===== config.mk =====
export PLATFORM = sky130hd
export DESIGN_NAME = proc_sequencer
export DESIGN_NICKNAME = d
export VERILOG_FILES = /design/src/rtl/proc_pkg.sv /design/src/rtl/tick_gen.sv /design/src/rtl/proc_sequencer.sv
export SDC_FILE = /design/constraint.sdc
export NUM_CORES = 1
export LEC_CHECK = 0
export CORE_MARGIN = 2
export CORE_UTILIZATION = 39
export CTS_BUF_LIST = sky130_fd_sc_hd__clkbuf_4 sky130_fd_sc_hd__clkbuf_8 sky130_fd_sc_hd__clkbuf_16
export DETAILED_ROUTE_END_ITERATION = 6
export PLACE_DENSITY = 0.85
export REMOVE_ABC_BUFFERS = 1
export SYNTH_ARGS = -nofsm -noshare
export SYNTH_HDL_FRONTEND = slang
export SYNTH_SLANG_ARGS = --single-unit

===== constraint.sdc =====
create_clock -name clk -period 1.45 [get_ports clk]
set_clock_uncertainty 0.15 [all_clocks]
set_input_delay 0.29 -clock clk [delete_from_list [all_inputs] [get_ports clk]]
set_output_delay 0.29 -clock clk [all_outputs]
set_load 0.05 [all_outputs]

===== src/rtl/proc_pkg.sv =====
// Shared definitions for the processor sequencer: phase encodings, opcodes
// and default datapath widths.
package proc_pkg;

  localparam int PC_W_DEF = 8;
  localparam int IR_W_DEF = 16;

  typedef enum logic [2:0] {
    ST_IDLE      = 3'd0,
    ST_FETCH     = 3'd1,
    ST_DECODE    = 3'd2,
    ST_EXECUTE   = 3'd3,
    ST_WRITEBACK = 3'd4,
    ST_HALTED    = 3'd5
  } state_t;

  localparam logic [3:0] OP_NOP  = 4'h0;
  localparam logic [3:0] OP_JMP  = 4'hE;
  localparam logic [3:0] OP_HALT = 4'hF;

  // Control-flow opcodes and NOP have no register result.
  function automatic logic op_writes_rf(input logic [3:0] op);
    return !(op == OP_NOP || op == OP_JMP || op == OP_HALT);
  endfunction

endpackage


===== src/rtl/tick_gen.sv =====
// Rising-edge detector for a divided clock sampled as data in the clk domain.
// A level already high when reset releases must fall once before it can tick.
module tick_gen (
  input  logic clk,
  input  logic rst,
  input  logic lvl,
  output logic tick
);

  logic lvl_q;
  logic armed;

  always_ff @(posedge clk or posedge rst) begin
    if (rst) begin
      lvl_q <= 1'b0;
      armed <= 1'b0;
    end else begin
      lvl_q <= lvl;
      armed <= armed | ~lvl;
    end
  end

  assign tick = lvl & ~lvl_q & armed;

endmodule


===== src/rtl/proc_sequencer.sv =====
// Fetch/decode/execute/writeback sequencer advancing one phase per rising
// edge of the divided processor clock; strobes decode from registered state.
module proc_sequencer
  import proc_pkg::*;
#(
  parameter int PC_W = PC_W_DEF,
  parameter int IR_W = IR_W_DEF
) (
  input  logic            clk,
  input  logic            rst,
  input  logic            pro_clk,
  input  logic            run,
  input  logic            halt_req,
  input  logic [IR_W-1:0] instr_in,
  output logic [PC_W-1:0] pc,
  output logic [IR_W-1:0] ir,
  output logic            mem_rd,
  output logic            alu_en,
  output logic            rf_we,
  output logic [2:0]      state,
  output logic            halted
);

  logic            tick;
  state_t          state_q, state_d;
  logic [PC_W-1:0] pc_q, pc_d;
  logic [IR_W-1:0] ir_q, ir_d;
  logic [3:0]      opcode;

  tick_gen u_tick_gen (
    .clk  (clk),
    .rst  (rst),
    .lvl  (pro_clk),
    .tick (tick)
  );

  assign opcode = ir_q[IR_W-1 -: 4];

  always_ff @(posedge clk or posedge rst) begin
    if (rst) begin
      state_q <= ST_IDLE;
      pc_q    <= '0;
      ir_q    <= '0;
    end else begin
      state_q <= state_d;
      pc_q    <= pc_d;
      ir_q    <= ir_d;
    end
  end

  always_comb begin
    state_d = state_q;
    pc_d    = pc_q;
    ir_d    = ir_q;
    if (tick) begin
      unique case (state_q)
        ST_IDLE, ST_HALTED: begin
          // halt_req dominates run so a held stop request keeps us parked.
          if (run && !halt_req) state_d = ST_FETCH;
        end
        ST_FETCH: begin
          state_d = ST_DECODE;
          ir_d    = instr_in;
        end
        ST_DECODE:  state_d = (opcode == OP_HALT) ? ST_HALTED : ST_EXECUTE;
        ST_EXECUTE: state_d = ST_WRITEBACK;
        ST_WRITEBACK: begin
          pc_d    = (opcode == OP_JMP) ? ir_q[PC_W-1:0] : pc_q + 1'b1;
          state_d = halt_req ? ST_HALTED : ST_FETCH;
        end
        default: state_d = ST_IDLE;
      endcase
    end
  end

  always_comb begin
    mem_rd = 1'b0;
    alu_en = 1'b0;
    rf_we  = 1'b0;
    unique case (state_q)
      ST_FETCH:     mem_rd = 1'b1;
      ST_EXECUTE:   alu_en = 1'b1;
      ST_WRITEBACK: rf_we  = op_writes_rf(opcode);
      default: ;
    endcase
  end

  assign pc     = pc_q;
  assign ir     = ir_q;
  assign state  = state_q;
  assign halted = (state_q == ST_HALTED);

endmodule


==> results of run 1 <==
metal layers:
metal  GRT usage  vias to the layer above  part of all wire
met5           0                        -                 0
met1       0.345                      781              0.36
met3      0.0827                       44             0.082
met4       0.185                        0             0.070
met2       0.542                      114              0.49
li1            -                      649                 -
cells by family after synthesis:
kind of cell,count (synthesis)
AND/OR/NAND/NOR,32
adder cells (fa/ha/maj),1
flip-flops,29
buffers and inverters,9
AO/OA/AOI/OAI,32
multiplexers,17
state kept, by name, indices dropped and copies added (netlist names):
register / cells
u_tick_gen.lvl_q: 1
pc: 8
state: 3
u_tick_gen.armed: 1
ir: 16
path summary, 6_finish.rpt:
path,startpoint,end,cells past startpoint
min,pro_clk,u_tick_gen.lvl_q,1
max,state[1],mem_rd,5
min reg2reg,u_tick_gen.armed,u_tick_gen.armed,1
max in group asynchronous,rst,ir[15],3
max reg2reg,state[1],ir[8],6
min in group asynchronous,rst,ir[9],3
metrics by stage:
step           TNS, ns  instances  utilization
2_1_floorplan   -19.14        114            -
3_3_place_gp    -10.30        234        0.715
3_5_place_dp    -12.53        234        0.715
4_1_cts          -5.90        256        0.831
5_1_grt         -11.39        271        0.913
6_report        -10.27        271        0.913
worst reg2reg max path: stages, from the launching register on:
cell	delay, ns
dfrtp_1	0.47
buf_6	0.15
buf_6	0.11
nor3b_4	0.19
buf_4	0.24
nand2_4	0.11
mux2_4	0.31
area by class of cell:
cell class	instances	area share
Sequential cell	29	0.241
Timing Repair Buffer	101	0.429
Tap cell	46	0.0186
Multi-Input combinational cell	84	0.288
Inverter	3	0.00364
Clock buffer	8	0.0194
power by group:
part	leakage [nW]	internal, W	switching, W
registers	0.342	0.00115	0.000515
clock network	0.0368	0.000249	0.000337
logic	0.969	0.00244	0.00229
layout by cell type, fill, tap and decap left out, types with 3 or more instances in the layout:
cell              n
a2bb2oi_2         3
buf_12           34
a21oi_4           3
clkbuf_4          8
nand2_4           3
mux2_4           10
buf_4            23
clkdlybuf4s50_1  19
nand2_1           6
dfrtp_2          17
mux2_2            6
dfrtp_1          12
o21ai_2           5
o21ai_1           3
buf_6            23
inv_1             3
a21oi_2           7
repair_timing:
| action | CTS | global route |
|---|---|---|
| hold buffers | 0 | 0 |
| cloned | 4 | 1 |
| buffers inserted | 20 | 20 |
| pin swaps | 16 | 12 |
| setup endpoints to repair | 41 | 49 |
| gates resized for setup | 61 | 50 |
==> qor.csv, run 1 <==
metric,value,unit
max cap viols,0,
cell with the most instances after synthesis,dfrtp_1,
global-route usage over all layers,0.314,
P_leak,1.35,nW
Top Ports,52,
CP Max Fanout,3,
Gate Count Post-Synth,120,
Root Buffer,clkbuf_4,
main combinational cell family by area after synthesis,multiplexers,
Starting Density,0.412,
TritonCTS clock tree,yes,
HPWL after DPL,3030,um
Nets,246,
Filler Cells Inserted,101,
final instance area,0.00309,sq mm
largest net degree at the start of global routing,30,
Synth cell types,30,
commonest register cell after synthesis,dfrtp_1,
Pwr per Cell Area,2260,mW/mm^2
HP Class,input pin to flop,
area grow syn2layout,121,%
Clock Tree Buf Depth,2,
port buffer count,51,
final hold slack,0.0649,ns
routed wire length,6460,um
sequential-to-total area share from yosys stat,0.519,
min setup slack post-route,-0.504,ns
Worst Setup Start Kind,flop,
Mean Syn Cell Area,11.6,sq um
Period minus WS final,1.95,ns
Max Fclk,0.512,GHz
Buffers & Inverters on Critical Path,4,
RSZ-0062 raised after global routing,true,
mux cell area share after synthesis,0.160,
worst skew pair latency,0.35,ns
post-synthesis compound-gate area fraction,0.141,
CP required,1.01,ns
Die X,63.9,um
# clock sinks,29,
synth cell count leaders,"dfrtp_1 (29), a21oi_1 (11), nand2_1 (10), o21ai_0 (10), mux2_4 (9)",
Avg Vias per Cell,5.86,
critical path cell sequence,"buf_6, buf_6, nor3b_4, buf_6, buf_12",
VDD IR max,1490,uV
synth warn,0,
final setup fails,41,
Synth Area in Adders,0.00895,
FF/Latch Area,747,sq um
number of iterations in the first detailed-routing pass,4,
global-route wire length before repair,9340,um
number of buffers created by CTS,5,
depth of the CTS H-tree,2,
"Top cell by count, worst path",buf_6,
crit end category,output port,
classification of the worst setup path,flop to output port,
fin crit share,1.35,
diode count,0,
via count,1588,
chip height,63.9,um
routed length per instance,23.8,um
Yosys top cell area share,0.519,
placed cell area,0.00242,sq mm
layout cell share with drive strength beyond 1,0.738,
synth top area cells,"dfrtp_1 (52%), mux2_4 (9.7%), mux2_2 (5.6%)",
Post-synth EDFFs,0,
antenna violations before repair,0,
DRC viols,0,
Tot Pwr,0.00698,W
dpl ws,-0.506,ns
Synth async-reset ratio,1.00,
gr ovfl total,0,
Rel. slew slack,0.780,
GP Congestion,0.819,
Worst-path clk slew,0.10,ns
area of the multi-input gates,892,sq um
slowest cell delay on critical path,0.47,ns
Final Max Slew Viols,0,
critical path's slowest cell,dfrtp_1,
failing checks,negative setup slack,
status,"complete, but fails checks",
Worst EP arrival,1.51,ns
register-to-register setup slack,-0.39,ns
#FFs+latches synth,29,
core box area,0.00339,sq mm
final hold vios,0,
die area,0.00408,sq mm
initial DRC count,153,
leading area contributor after synthesis,dfrtp_1,
XOR/XNOR Fraction of Synth Area,0,
antenna-violating nets left,0,
row count,21,
vias in the first global route,1686,
post-synthesis simple-gate area fraction,0.136,
Slew @ Worst Pin,0.326,ns
Top delay family on crit path,buffers and inverters,
cell area after synthesis,0.00140,sq mm
Power figures use the tool's default switching activity.
==> inputs of run 2 (changes only) <==
Settings changed: TNS_END_PERCENT set to 1.
==> qor.csv, run 2 (synthesis results as in run 1) <==
metric,value,unit
status,"complete, but fails checks",
failing checks,negative setup slack,
max cap viols,0,
gr ovfl total,0,
GP Congestion,0.819,
antenna violations before repair,0,
number of buffers created by CTS,5,
classification of the worst setup path,flop to output port,
antenna-violating nets left,0,
CTS Hold Buffers Added,0,
Slew @ Worst Pin,0.340,ns
Worst EP arrival,1.45,ns
Worst Setup Start Kind,flop,
clock share of power,0.084,
# clock sinks,29,
Tot Pwr,0.00635,W
row count,21,
vias in the first global route,1384,
die area,0.00408,sq mm
R2R cell count,10,
TritonCTS clock tree,yes,
via count,1331,
Avg Vias per Cell,5.37,
core box area,0.00339,sq mm
initial DRC count,57,
Starting Density,0.412,
internal power,0.00359,W
global-route usage over all layers,0.234,
Sw Share,0.435,
diode count,0,
Worst-path clk slew,0.09,ns
area grow syn2layout,91.8,%
routed length per instance,18.8,um
Comb pwr share,0.668,
port buffer count,51,
P_leak,1.19,nW
number of iterations in the first detailed-routing pass,4,
Rel. slew slack,0.775,
max FFs per register,16,
min setup slack post-route,-0.442,ns
"commonest non-fill, non-tap cells in the layout","buf_12 (32), dfrtp_1 (21), clkdlybuf4s50_1 (20), buf_4 (15), buf_6 (13)",
fin crit share,1.30,
FF-to-FF Start,state[1],
Filler Cells Inserted,171,
Flop pwr share,0.249,
register-to-register setup slack,-0.43,ns
final hold vios,0,
RSZ-0062 raised after global routing,true,
layout cell share with drive strength beyond 1,0.550,
Top Ports,52,
CP required,1.01,ns
global-route wire length before repair,7180,um
Clock Tree Buf Depth,2,
largest net degree at the start of global routing,30,
Period minus WS final,1.89,ns
post-route setup TNS,-9.26,ns
HP Class,input pin to asynchronous set/reset pin,
VDD IR max,1400,uV
r2r endpoint,pc[2],
worst skew pair latency,0.34,ns
Pwr per Cell Area,2370,mW/mm^2
routed wire length,4670,um
DRC viols,0,
Root Buffer,clkbuf_4,
Nets,223,
crit end category,output port,
chip height,63.9,um
Final Max Slew Viols,0,
Die X,63.9,um
Max Fclk,0.529,GHz
CP Max Fanout,2,
final setup fails,41,
"most common cell after layout, fill and taps aside",buf_12,
HPWL after DPL,3030,um
sw power,0.00276,W
depth of the CTS H-tree,2,
## run 2: changes by cell type in the layout (fill, tap and decap cells not counted), moves of 3 or more
| cell | delta |
|---|---|
| a21oi_4 | -3 |
| dfrtp_2 | -9 |
| nand2_4 | -3 |
| buf_6 | -10 |
| o21ai_2 | -4 |
| o21ai_0 | +5 |
| dfrtp_1 | +9 |
| o22ai_1 | +3 |
| a21oi_1 | +5 |
| buf_4 | -8 |
| nand2_1 | +4 |
## run 2: worst max path at each step
| stage | from | to | cells past startpoint |
|---|---|---|---|
| floorplan | state[1] | rf_we | 3 |
| global placement | pro_clk | ir[5] | 4 |
| detailed placement | pro_clk | pc[4] | 5 |
| CTS | state[1] | rf_we | 4 |
| global route | state[1] | pc[2] | 10 |
| finish | state[0] | rf_we | 4 |
## run 2: critical path, stage by stage, from the launching register on
cell	delay (ns)
dfrtp_1	0.41
nor2_2	0.13
nand2_1	0.08
a311oi_2	0.31
buf_12	0.19
## run 2: what timing repair did
item / in CTS / in global routing
buffers inserted: 6 / 1
gates resized for setup: 27 / 16
pin swaps: 4 / 1
setup endpoints to repair: 41 / 44
## run 2: routing by layer
layer	vias up	share of wire	GRT usage
li1	601	-	-
met1	652	0.38	0.275
met2	64	0.54	0.402
met3	14	0.055	0.0546
met4	0	0.030	0.106
met5	-	0	0
## run 2: through the flow
step | area [sq um] | hold WS (ns) | utilization | instances | worst slack, ns
floorplan | 1360 | 0.171 | - | 114 | -1.21
global placement | 2420 | 0.293 | 0.715 | 234 | -0.403
detailed placement | 2420 | 0.298 | 0.715 | 234 | -0.506
CTS | 2620 | 0.162 | 0.772 | 247 | -0.427
global route | 2680 | 0.183 | 0.791 | 248 | -0.482
finish | 2680 | 0.158 | 0.791 | 248 | -0.442
## run 2: area by class of cell
type | instances | area (sq um) | share of cell area
Tap cell | 46 | 57.6 | 0.0215
Multi-Input combinational cell | 82 | 716 | 0.267
Clock buffer | 8 | 60.1 | 0.0224
Inverter | 3 | 11.3 | 0.00420
Sequential cell | 29 | 736 | 0.275
Timing Repair Buffer | 80 | 1100 | 0.410
## run 2: power groups by stage
stage	Clock [W]	Sequential [W]	Combinational (W)
2_1_floorplan	0	0.00246	0.000726
3_3_place_gp	0	0.00148	0.00375
3_5_place_dp	0	0.00152	0.00384
4_1_cts	0.000539	0.00155	0.00411
5_1_grt	0.000574	0.00161	0.00438
6_report	0.000532	0.00158	0.00424
==> inputs of run 3 (changes only) <==
Settings changed: CTS_CLUSTER_DIAMETER set to 120.
==> results of run 3 <==
The final DEF is identical to that of run 2; final timing and power are the same.
